--- src/rtl/bin2dec_pkg.sv ---
// Shared types and constants for the sequential binary-to-BCD converter.
// Also holds the leading-zero blanking helper used when LEADING_ZERO_BLANK_EN is defined.
package bin2dec_pkg;

  typedef enum logic [1:0] {
    IDLE   = 2'd0,
    SHIFT  = 2'd1,
    FINISH = 2'd2
  } state_e;

  localparam logic [3:0]  DIGIT_OFF       = 4'hF;
  localparam int          DEFAULT_MAX_VAL = 9999;
  localparam logic [15:0] SAT_CODE        = 16'h9999;

  // Blank zero digits from D4 downward until the first nonzero one; D1 always stays numeric.
  function automatic logic [15:0] blank_leading_zeros(input logic [15:0] bcd);
    logic [15:0] res;
    logic        lead;
    res  = bcd;
    lead = 1'b1;
    for (int i = 3; i >= 1; i--) begin
      if (lead && (bcd[4*i +: 4] == 4'd0)) res[4*i +: 4] = DIGIT_OFF;
      else                                 lead = 1'b0;
    end
    return res;
  endfunction

endpackage

--- src/rtl/bin2dec_digits_adj.sv ---
// One BCD digit of the double-dabble correction: digits of 5 or more get +3
// before the shift so that the doubled digit carries correctly into the next one.
module bcd_digit_adj (
  input  logic [3:0] digit_i,
  output logic [3:0] digit_o
);

  assign digit_o = (digit_i >= 4'd5) ? digit_i + 4'd3 : digit_i;

endmodule

--- src/rtl/bin2dec_digits.sv ---
// Sequential binary-to-BCD converter (shift-and-add-3) producing {D4,D3,D2,D1} digit codes.
// Optional macro LEADING_ZERO_BLANK_EN blanks leading zero digits (D1 is never blanked).
module bin2dec_digits
  import bin2dec_pkg::*;
#(
  parameter int BIN_W   = 14,
  parameter int MAX_VAL = DEFAULT_MAX_VAL
) (
  input  logic             clk,
  input  logic             rst,
  input  logic             start,
  input  logic [BIN_W-1:0] bin,
  output logic             busy,
  output logic             done,
  output logic [15:0]      decs,
  output logic             overflow
);

  localparam int SR_W = 16 + BIN_W;

  state_e            state_q, state_d;
  logic [SR_W-1:0]   sr_q, sr_d;
  logic [4:0]        cnt_q, cnt_d;
  logic              sat_q, sat_d;
  logic [15:0]       decs_q, decs_d;
  logic              ovf_q, ovf_d;
  logic              done_q, done_d;

  logic [15:0]       bcd_adj;
  logic [15:0]       bcd_res;
  logic [15:0]       display;

  for (genvar g = 0; g < 4; g++) begin : gen_adj
    bcd_digit_adj u_adj (
      .digit_i (sr_q[BIN_W + 4*g +: 4]),
      .digit_o (bcd_adj[4*g +: 4])
    );
  end

  assign bcd_res = sr_q[SR_W-1:BIN_W];

`ifdef LEADING_ZERO_BLANK_EN
  assign display = blank_leading_zeros(bcd_res);
`else
  assign display = bcd_res;
`endif

  // NOTE: every variable gets its hold value first so no path leaves it unassigned (no latches).
  always_comb begin
    state_d = state_q;
    sr_d    = sr_q;
    cnt_d   = cnt_q;
    sat_d   = sat_q;
    decs_d  = decs_q;
    ovf_d   = ovf_q;
    done_d  = 1'b0;
    unique case (state_q)
      IDLE: begin
        if (start) begin
          sr_d    = {16'h0000, bin};
          sat_d   = (32'(bin) > 32'(MAX_VAL));
          cnt_d   = 5'(BIN_W);
          state_d = SHIFT;
        end
      end
      SHIFT: begin
        // Adjust the BCD digits, then shift the whole BCD:bin register left by one.
        sr_d  = {bcd_adj[14:0], sr_q[BIN_W-1:0], 1'b0};
        cnt_d = cnt_q - 5'd1;
        if (cnt_q == 5'd1) state_d = FINISH;
      end
      FINISH: begin
        decs_d  = sat_q ? SAT_CODE : display;
        ovf_d   = sat_q;
        done_d  = 1'b1;
        state_d = IDLE;
      end
      default: state_d = IDLE;
    endcase
  end

  // NOTE: state is updated with non-blocking assignments so all registers see pre-edge values.
  always_ff @(posedge clk) begin
    if (rst) begin
      state_q <= IDLE;
      sr_q    <= '0;
      cnt_q   <= '0;
      sat_q   <= 1'b0;
      decs_q  <= {4{DIGIT_OFF}};
      ovf_q   <= 1'b0;
      done_q  <= 1'b0;
    end else begin
      state_q <= state_d;
      sr_q    <= sr_d;
      cnt_q   <= cnt_d;
      sat_q   <= sat_d;
      decs_q  <= decs_d;
      ovf_q   <= ovf_d;
      done_q  <= done_d;
    end
  end

  assign busy     = (state_q != IDLE);
  assign done     = done_q;
  assign decs     = decs_q;
  assign overflow = ovf_q;

endmodule
--- config.mk ---
export PLATFORM = sky130hd
export DESIGN_NAME = bin2dec_digits
export DESIGN_NICKNAME = d
export VERILOG_FILES = /design/src/rtl/bin2dec_pkg.sv /design/src/rtl/bin2dec_digits_adj.sv /design/src/rtl/bin2dec_digits.sv
export SDC_FILE = /design/constraint.sdc
export NUM_CORES = 1
export LEC_CHECK = 0
export CAP_MARGIN = 20
export CORE_MARGIN = 5
export CORE_UTILIZATION = 40
export CTS_CLUSTER_SIZE = 14
export DETAILED_ROUTE_END_ITERATION = 7
export GPL_TIMING_DRIVEN = 0
export PLACE_DENSITY = 0.69
export SETUP_SLACK_MARGIN = 0.02
export SYNTH_ARGS = -nofsm -noshare
export SYNTH_HDL_FRONTEND = slang
export SYNTH_SLANG_ARGS = --single-unit
--- constraint.sdc ---
create_clock -name clk -period 1.3 [get_ports clk]
set_input_delay 0.13 -clock clk [delete_from_list [all_inputs] [get_ports clk]]
set_output_delay 0.13 -clock clk [all_outputs]
set_load 0.01 [all_outputs]
* Word-level counts from Yosys, hierarchy flattened
Index checks and enable logic that the tools add are counted.
Operators by class: add/subtract/negate cells 5, multiply operators 0, divide/modulo/power cells 0, order comparisons 5, eq/ne operators 5, shift-type cells 0, multiplexer cells 13, bitwise logic cells 0, reduce and logical (&&, ||, !) cells 6
Operator list (number):
- one-hot mux 30 bit (2 select lines) | 1
- 2-to-1 mux 30 bit | 1
- >= comparator 4 x 3 -> 1 bit, second input constant | 4
- 2-to-1 mux 16 bit | 1
- greater-than comparator 14 bit, second input constant | 1
- adder 4 x 2 -> 4 bit, second input constant | 3
- 2-to-1 mux 4 bit | 3
- one-hot mux 5 bit (2 select lines) | 1
- AND reduction 2 bit | 3
- equality test 5 x 1 -> 1 bit, second input constant | 1
- 2-to-1 mux 5 bit | 1
- subtractor 5 x 1 -> 5 bit, second input constant | 1
- 2-to-1 mux 2 bit | 2
- != test 2 bit, second input constant | 2
- one-hot mux 2 bit (2 select lines) | 1
- nonzero test 2 bit | 2
- adder 3 x 2 -> 3 bit, second input constant | 1
- 2-to-1 mux 3 bit | 1
- equality test 2 x 1 -> 1 bit, second input constant | 1
- equality test 2 bit, second input constant | 1
- logical NOT 2 bit | 1
- 2-to-1 mux 1 bit | 1
Word-level totals: flip-flop bits (word level) 56, latch bits 0, memory bits (writable) 0, bits in read-only memories 0, input port bits 17, output and inout port bits 19, memories kept 0

* Longest topological paths before layout
Gate-level depths: netlist of run 1.
depth in word-level cells 3, mapped depth 6

* By module
From an unflattened synthesis of run 1, not the netlist that was laid out.
Second synthesis, totals: cell total of the unflattened synthesis 297, area total of the unflattened synthesis 2680.1 µm²
By module, submodules not included:
- bin2dec_digits | times used 1, cells each 233, area an instance 2274.7 µm², seq. area each 1121.1 µm²
- bcd_digit_adj | times used 4, cells each 16, area an instance 101.3 µm², seq. area each 0.0 µm²

* Least setup slack after synthesis of run 1
Ideal clock, no wire load.
path kind register to register, from register sr_q[19], to register sr_q[20], data arrival time 1.239 ns, data required time 1.183 ns, path slack -0.055 ns, stages on the path, launching flop included 7, cell sequence dfxtp_1 -> inv_1 -> ha_1 -> nand2b_1 -> a21oi_1 -> mux2i_1 -> a22o_1
Between the ends: cells in the longest elaborated chain, start to end 3
Ends and longest elaborated chain:
- start, declared | line bin2dec_digits.sv:22 | logic [SR_W-1:0] sr_q, sr_d;
- start signal, assigned | line bin2dec_digits.sv:94 | sr_q <= sr_d;
- adder 4 x 2 -> 4 bit / >= comparator 4 x 3 -> 1 bit (equally long branches) | line bin2dec_digits_adj.sv:8 | assign digit_o = (digit_i >= 4'd5) ? digit_i + 4'd3 : digit_i;
- 2-to-1 mux 4 bit (*) | line bin2dec_digits_adj.sv:8
- one-hot mux 30 bit (2 select lines) (*) | line bin2dec_digits.sv:57 | unique case (state_q)
Mark *: on every way between the ends. The rest lies on a longest branch, timed or not. A chain may end at the register's enable or synchronous reset.

* Final worst setup path of run 1
from register state_q[1], to output port busy
Between the ends: cells in the longest elaborated chain, start to end 1
Ends and longest elaborated chain:
- start, declared | line bin2dec_digits.sv:21 | state_e state_q, state_d;
- start signal, assigned | line bin2dec_digits.sv:93 | state_q <= state_d;
- nonzero test 2 bit | line bin2dec_digits.sv:103 | assign busy = (state_q != IDLE);
- end, declared | line bin2dec_digits.sv:13 | output logic busy,
Every way passes these cells.

==> results.sh, run 1 <==
export IMPL_crit_path_max_incr_delay_ns=0.37
export IMPL_synthDistinctLibCells=38
export IMPL_portBuffers=34
export IMPL_final_min_clock_period_ns=1.30
export IMPL_hpwlAfterDp_mm=4.30
export IMPL_ir_drop_uv=678
export IMPL_io_pins=36
export IMPL_fin_cells=426
export IMPL_postSynthAreaPerCell_um2=8.92
export IMPL_drc=0
export IMPL_placedCellCount=405
export IMPL_clock_sinks=56
export IMPL_insertion_delay_ns=0.31
export IMPL_path_cells="buf_6, or2_4, buf_6"
export IMPL_synth_most_common_cell="dfxtp_1"
export IMPL_fin_crit_sh_pct=100
export IMPL_path_clk_slew_ns=0.09
export IMPL_p_total_mw=3.55
export IMPL_synth_top_cell_by_area="dfxtp_1"
export IMPL_path_max_fanout=6
export IMPL_ys_warn_count=0
export IMPL_synthToLayoutAreaGrowth_pct=36.1
export IMPL_crit_path_frequent_cell="buf_6"
export IMPL_clockBufferDepth=2
export IMPL_worst_pin_slew_ns=0.645
export IMPL_hold_viol_final=0
export IMPL_nets=375
export IMPL_initial_core_util_pct=41.3
export IMPL_wl_per_cell_um=15.6
export IMPL_arrival_ns=1.17
export IMPL_report_final_slew_viol_count=0
export IMPL_synth_edff_count=0
export IMPL_syn_inst=294
export IMPL_drt_initial_drc_count=98
export IMPL_fill_cells=556
export IMPL_synth_top_cell_area_share_pct=42.7
export IMPL_yosys_top_cells_count="dfxtp_1, nor2_1, a21oi_1, nor2b_1, nor3_1"
export IMPL_vias=2268
export IMPL_violations="setup timing"
export IMPL_setup_ws_ns=-0.000405
export IMPL_status="complete, but fails checks"
export IMPL_totalWireLength_mm=6.64
export IMPL_grt_usage_pct=15.2
export IMPL_die_w_um=91.0
export IMPL_antenna_found_initial=0
export IMPL_yosysSeqAreaShare_pct=42.7
export IMPL_syn_nets=321
export IMPL_cp_slowest_cell="dfxtp_4"
export IMPL_setup_viol=1
export IMPL_clockRootBuffer="clkbuf_8"
export IMPL_rsz0062_at_grt="true"
export IMPL_die_area_um2=8280
export IMPL_core_um2=6350
export IMPL_leakagePower_nw=1.41
export IMPL_slew_limit_headroom_pct=57.0
export IMPL_grt_pass1_vias=2201
export IMPL_fin_tns_setup_ns=-0.000405
export IMPL_ant_nets=0
export IMPL_max_cap_violations=0
export IMPL_htreeDepth=2
export IMPL_power_density_nw_per_um2=995
export IMPL_ys_async_sr_fraction_pct=0
export IMPL_cp_end_kind="output pin"
export IMPL_path_class="register to output pin"
export IMPL_cts_buffers=5
export IMPL_cts_tree="yes"
export IMPL_cts_hold_buffers=0
export IMPL_synth_seq_cells=56
export IMPL_layout_drive_gt1_share_pct=31.5
export IMPL_fp_dieH_um=91.0
export IMPL_via_per_inst=5.32
export IMPL_synth_ff_type="dfxtp_1"
export IMPL_min_path_type="input pin to register"
export IMPL_grt_pass1_wl_mm=10.5
export IMPL_grt_overflow=0
export IMPL_syn_area_um2=2620
export IMPL_rows=29
export IMPL_critPathTopFamily="flip-flops"
export IMPL_clock_skew_ns=0.00667
export IMPL_gp_congestion=0.770
export IMPL_diodes=0
export IMPL_worst_hold_slack_ns=0.130
export IMPL_max_freq_ghz=0.769
export IMPL_crit_required_ns=1.17
export IMPL_setup_worst_path_start_class="register"
export IMPL_first_pass_iters=4
export IMPL_grt_max_degree=18
export IMPL_synthTopCellsByArea="dfxtp_1, o221a_2, nor2_1, ha_1, a21oi_1"
export IMPL_critPathBufInv=2
-- per-stage QoR --
step	area, µm²	setup WS, ns	utilization (%)
final	3570	-0.000405	56.2
after global routing	3570	-0.0446	56.2
after CTS	3340	-0.00125	52.6
after detailed placement	3080	-0.341	48.4
after global placement	3080	-0.322	48.4
after floorplan	2640	0.0197	-
-- worst paths after layout --
path / endpoint / cells past startpoint / slack [ns] / start
max reg2reg: sr_q[20] / 6 / 0.01 / sr_q[19]
min: cnt_q[3] / 2 / 0.13 / rst
min reg2reg: decs[2] / 2 / 0.47 / decs[2]
max: busy / 3 / -0.0004 / state_q[1]
-- worst reg2reg max path, cell delays in order, from the launching register on --
cell and delay (ns):
dfxtp_2 0.38, inv_4 0.06, ha_4 0.14, nand2b_4 0.14, a21oi_4 0.17, mux2i_1 0.21
a22o_1 0.14
-- report_power, final --
part / switching [mW] / internal [mW] / total, mW
clock: 0.586 / 0.631 / 1.22
combinational: 0.252 / 0.257 / 0.509
sequential: 0.0550 / 1.77 / 1.83
-- cells by family after synthesis --
| logic type | count (synthesis) | share of synthesized area [%] |
|---|---|---|
| AOI/OAI and AO/OA | 78 | 21.8 |
| muxes | 4 | 1.53 |
| adders and majority gates | 10 | 4.77 |
| buffers and inverters | 33 | 6.15 |
| DFF | 56 | 42.7 |
| and+or+nand+nor | 106 | 20.6 |
| xor gates and xnor gates | 7 | 2.34 |
-- what timing repair did --
item,in CTS,in global routing
pin swaps,9,10
gates resized for setup,58,50
setup endpoints to repair,56,48
cloned,0,2
setup buffers,7,5
-- final cells by class --
cell class / count / area, µm² / area share (%)
Sequential cell: 56 / 1150 / 32.1
Clock inverter: 2 / 38.8 / 1.09
Clock buffer: 6 / 82.6 / 2.31
Multi-Input combinational cell: 205 / 1580 / 44.1
Inverter: 12 / 52.6 / 1.47
Timing Repair Buffer: 48 / 444 / 12.4
Tap cell: 77 / 96.3 / 2.70
Buffer: 20 / 133 / 3.71
-- registers in the layout, indices dropped and copies added, names as in the netlist --
name and count:
cnt_q 5, decs 16, done 1, overflow 1
sat_q 1, sr_q 30, state_q 2
-- routing by layer --
metal  vias up  share of wire (%)  global-route usage (%)
li1       1143                  -                       -
met1      1077                 46                    20.3
met2        42                 49                    24.5
met3         6                4.2                    2.81
met4         0                1.3                    5.26
met5         -                  0                       0
-- placed cells by master (no fill, tap or decap), types with 3 or more instances in the layout --
cell type        instances
dfxtp_1                 45
nor2_1                  33
a21oi_1                 20
dlygate4sd2_1           18
buf_4                   15
clkdlybuf4s50_1         15
nor2b_1                 14
o221a_2                 13
nor3_1                  12
nand2_1                 11
a22o_1                  11
nand3_1                  9
o21ai_0                  9
buf_6                    7
ha_4                     7
nand3b_1                 6
o21ai_1                  6
clkbuf_8                 6
dfxtp_2                  6
inv_1                    5
buf_2                    5
dfxtp_4                  5
inv_2                    4
clkbuf_1                 4
nand2b_4                 4
a21oi_4                  4
mux2i_1                  4
xnor2_1                  4
o21ai_2                  4
inv_4                    3
nor2_4                   3
xor2_1                   3
No activity file was read; power rests on OpenSTA's default activity.
==> run 2, diff against run 1 <==
- CORE_MARGIN: 5 -> 2
==> results.sh, run 2 (synthesis gave the netlist of run 1 again) <==
export IMPL_first_pass_iters=4
export IMPL_layout_commonest_cell="dfxtp_1"
export IMPL_clockBufferDepth=2
export IMPL_io_pins=36
export IMPL_core_um2=6350
export IMPL_violations="setup timing"
export IMPL_cp_end_kind="register"
export IMPL_drc=0
export IMPL_grt_usage_pct=18.7
export IMPL_final_cell_mix="dfxtp_1, nor2_1, buf_4, a21oi_1, dlygate4sd2_1"
export IMPL_grt_pass1_vias=2311
export IMPL_critPathBufInv=1
export IMPL_path_clk_slew_ns=0.10
export IMPL_worst_pin_slew_ns=0.617
export IMPL_clockRootBuffer="clkbuf_8"
export IMPL_stdcell_area_um2=3700
export IMPL_arrival_ns=1.64
export IMPL_combPwrFrac_pct=14.2
export IMPL_diodes=0
export IMPL_via_per_inst=5.45
export IMPL_synthToLayoutAreaGrowth_pct=41.0
export IMPL_dpl_worst_slack_ns=-0.353
export IMPL_layout_drive_gt1_share_pct=33.9
export IMPL_p_switching_mw=0.897
export IMPL_final_min_clock_period_ns=1.37
export IMPL_clock_sinks=56
export IMPL_slew_limit_headroom_pct=58.9
export IMPL_setup_worst_path_start_class="register"
export IMPL_hold_viol_final=0
export IMPL_seqPwrFrac_pct=51.4
export IMPL_antenna_found_initial=0
export IMPL_rows=29
export IMPL_ir_drop_uv=961
export IMPL_crit_required_ns=1.57
export IMPL_hpwlAfterDp_mm=4.24
export IMPL_worst_hold_slack_ns=0.160
export IMPL_grt_pass1_wl_mm=11.1
export IMPL_vias=2382
export IMPL_switching_share_pct=25.3
export IMPL_nets=386
export IMPL_rsz0062_at_grt="true"
export IMPL_fp_dieH_um=85.0
export IMPL_regMostFlops="sr_q"
export IMPL_placedCellCount=405
export IMPL_fin_cells=437
export IMPL_critPathTopFamily="flip-flops"
export IMPL_crit_path_max_incr_delay_ns=0.36
export IMPL_setup_ws_ns=-0.0731
export IMPL_path_cells="inv_4, ha_4, nand2b_4, a21oi_4, mux2i_1, a22o_1"
export IMPL_report_final_slew_viol_count=0
export IMPL_path_max_fanout=4
export IMPL_drt_initial_drc_count=88
export IMPL_max_cap_violations=0
export IMPL_die_w_um=85.0
export IMPL_grt_overflow=0
export IMPL_cts_tree="yes"
export IMPL_grt_max_degree=18
export IMPL_p_total_mw=3.55
export IMPL_max_freq_ghz=0.728
export IMPL_initial_core_util_pct=41.3
export IMPL_placed_area_um2=3080
export IMPL_portBuffers=34
export IMPL_power_frac_clock_pct=34.5
export IMPL_min_path_type="input pin to register"
export IMPL_ant_nets=0
export IMPL_intPower_mw=2.65
export IMPL_power_density_nw_per_um2=960
export IMPL_leakagePower_nw=1.51
export IMPL_status="complete, but fails checks"
export IMPL_gp_congestion=0.802
export IMPL_fin_crit_sh_pct=106
export IMPL_cp_slowest_cell="dfxtp_2"
export IMPL_totalWireLength_mm=7.21
export IMPL_setup_viol=4
export IMPL_wl_per_cell_um=16.5
export IMPL_clock_skew_ns=0.00636
export IMPL_cts_buffers=5
export IMPL_htreeDepth=2
export IMPL_insertion_delay_ns=0.32
export IMPL_path_class="register to register"
export IMPL_largest_reg_flops=30
export IMPL_die_area_um2=7220
export IMPL_cts_hold_buffers=0
## run 2: repair_timing
| action | in CTS | in global routing |
|---|---|---|
| buffers inserted | 17 | 7 |
| gates cloned | 0 | 1 |
| gates resized for setup | 64 | 57 |
| pin swaps | 9 | 18 |
| setup endpoints to repair | 51 | 45 |
## run 2: power by group through the flow
stage,Sequential (mW),Clock [mW],Combinational (mW)
6_report,1.82,1.22,0.503
4_1_cts,1.81,1.23,0.459
3_5_place_dp,1.86,0,0.438
3_3_place_gp,1.86,0,0.428
5_1_grt,1.83,1.29,0.551
2_1_floorplan,1.85,0,0.298
## run 2: path summary, 6_finish.rpt
path	start	slack (ns)	cells after the start	to
worst max register to register	sr_q[19]	-0.07	6	sr_q[20]
worst max-delay path	sr_q[19]	-0.07	6	sr_q[20]
worst min-delay path	rst	0.16	2	state_q[0]
worst min register to register	overflow	0.46	2	overflow
## run 2: layer usage
layer / global-route usage, % / routed length, µm / vias to the layer above
met1: 25.2 / 3190 / 1144
met3: 2.43 / 289 / 11
met4: 6.49 / 134 / 0
met2: 31.0 / 3600 / 56
met5: 0 / 0 / -
li1: - / - / 1171
## run 2: per-stage QoR
| step | TNS, ns | utilization, % |
|---|---|---|
| 2_1_floorplan | 0 | - |
| 3_3_place_gp | -9.24 | 48.4 |
| 3_5_place_dp | -9.92 | 48.4 |
| 4_1_cts | 0 | 54.2 |
| 5_1_grt | -0.766 | 58.2 |
| 6_report | -0.117 | 58.2 |
## run 2: layout make-up
type,count,area (µm²)
multi-input combinational,205,1620
clock inverter,2,38.8
fill,532,2650
buffer,20,144
inverter,12,55.1
timing repair buffer,59,513
clock buffer,6,82.6
sequential,56,1150
tap,77,96.3
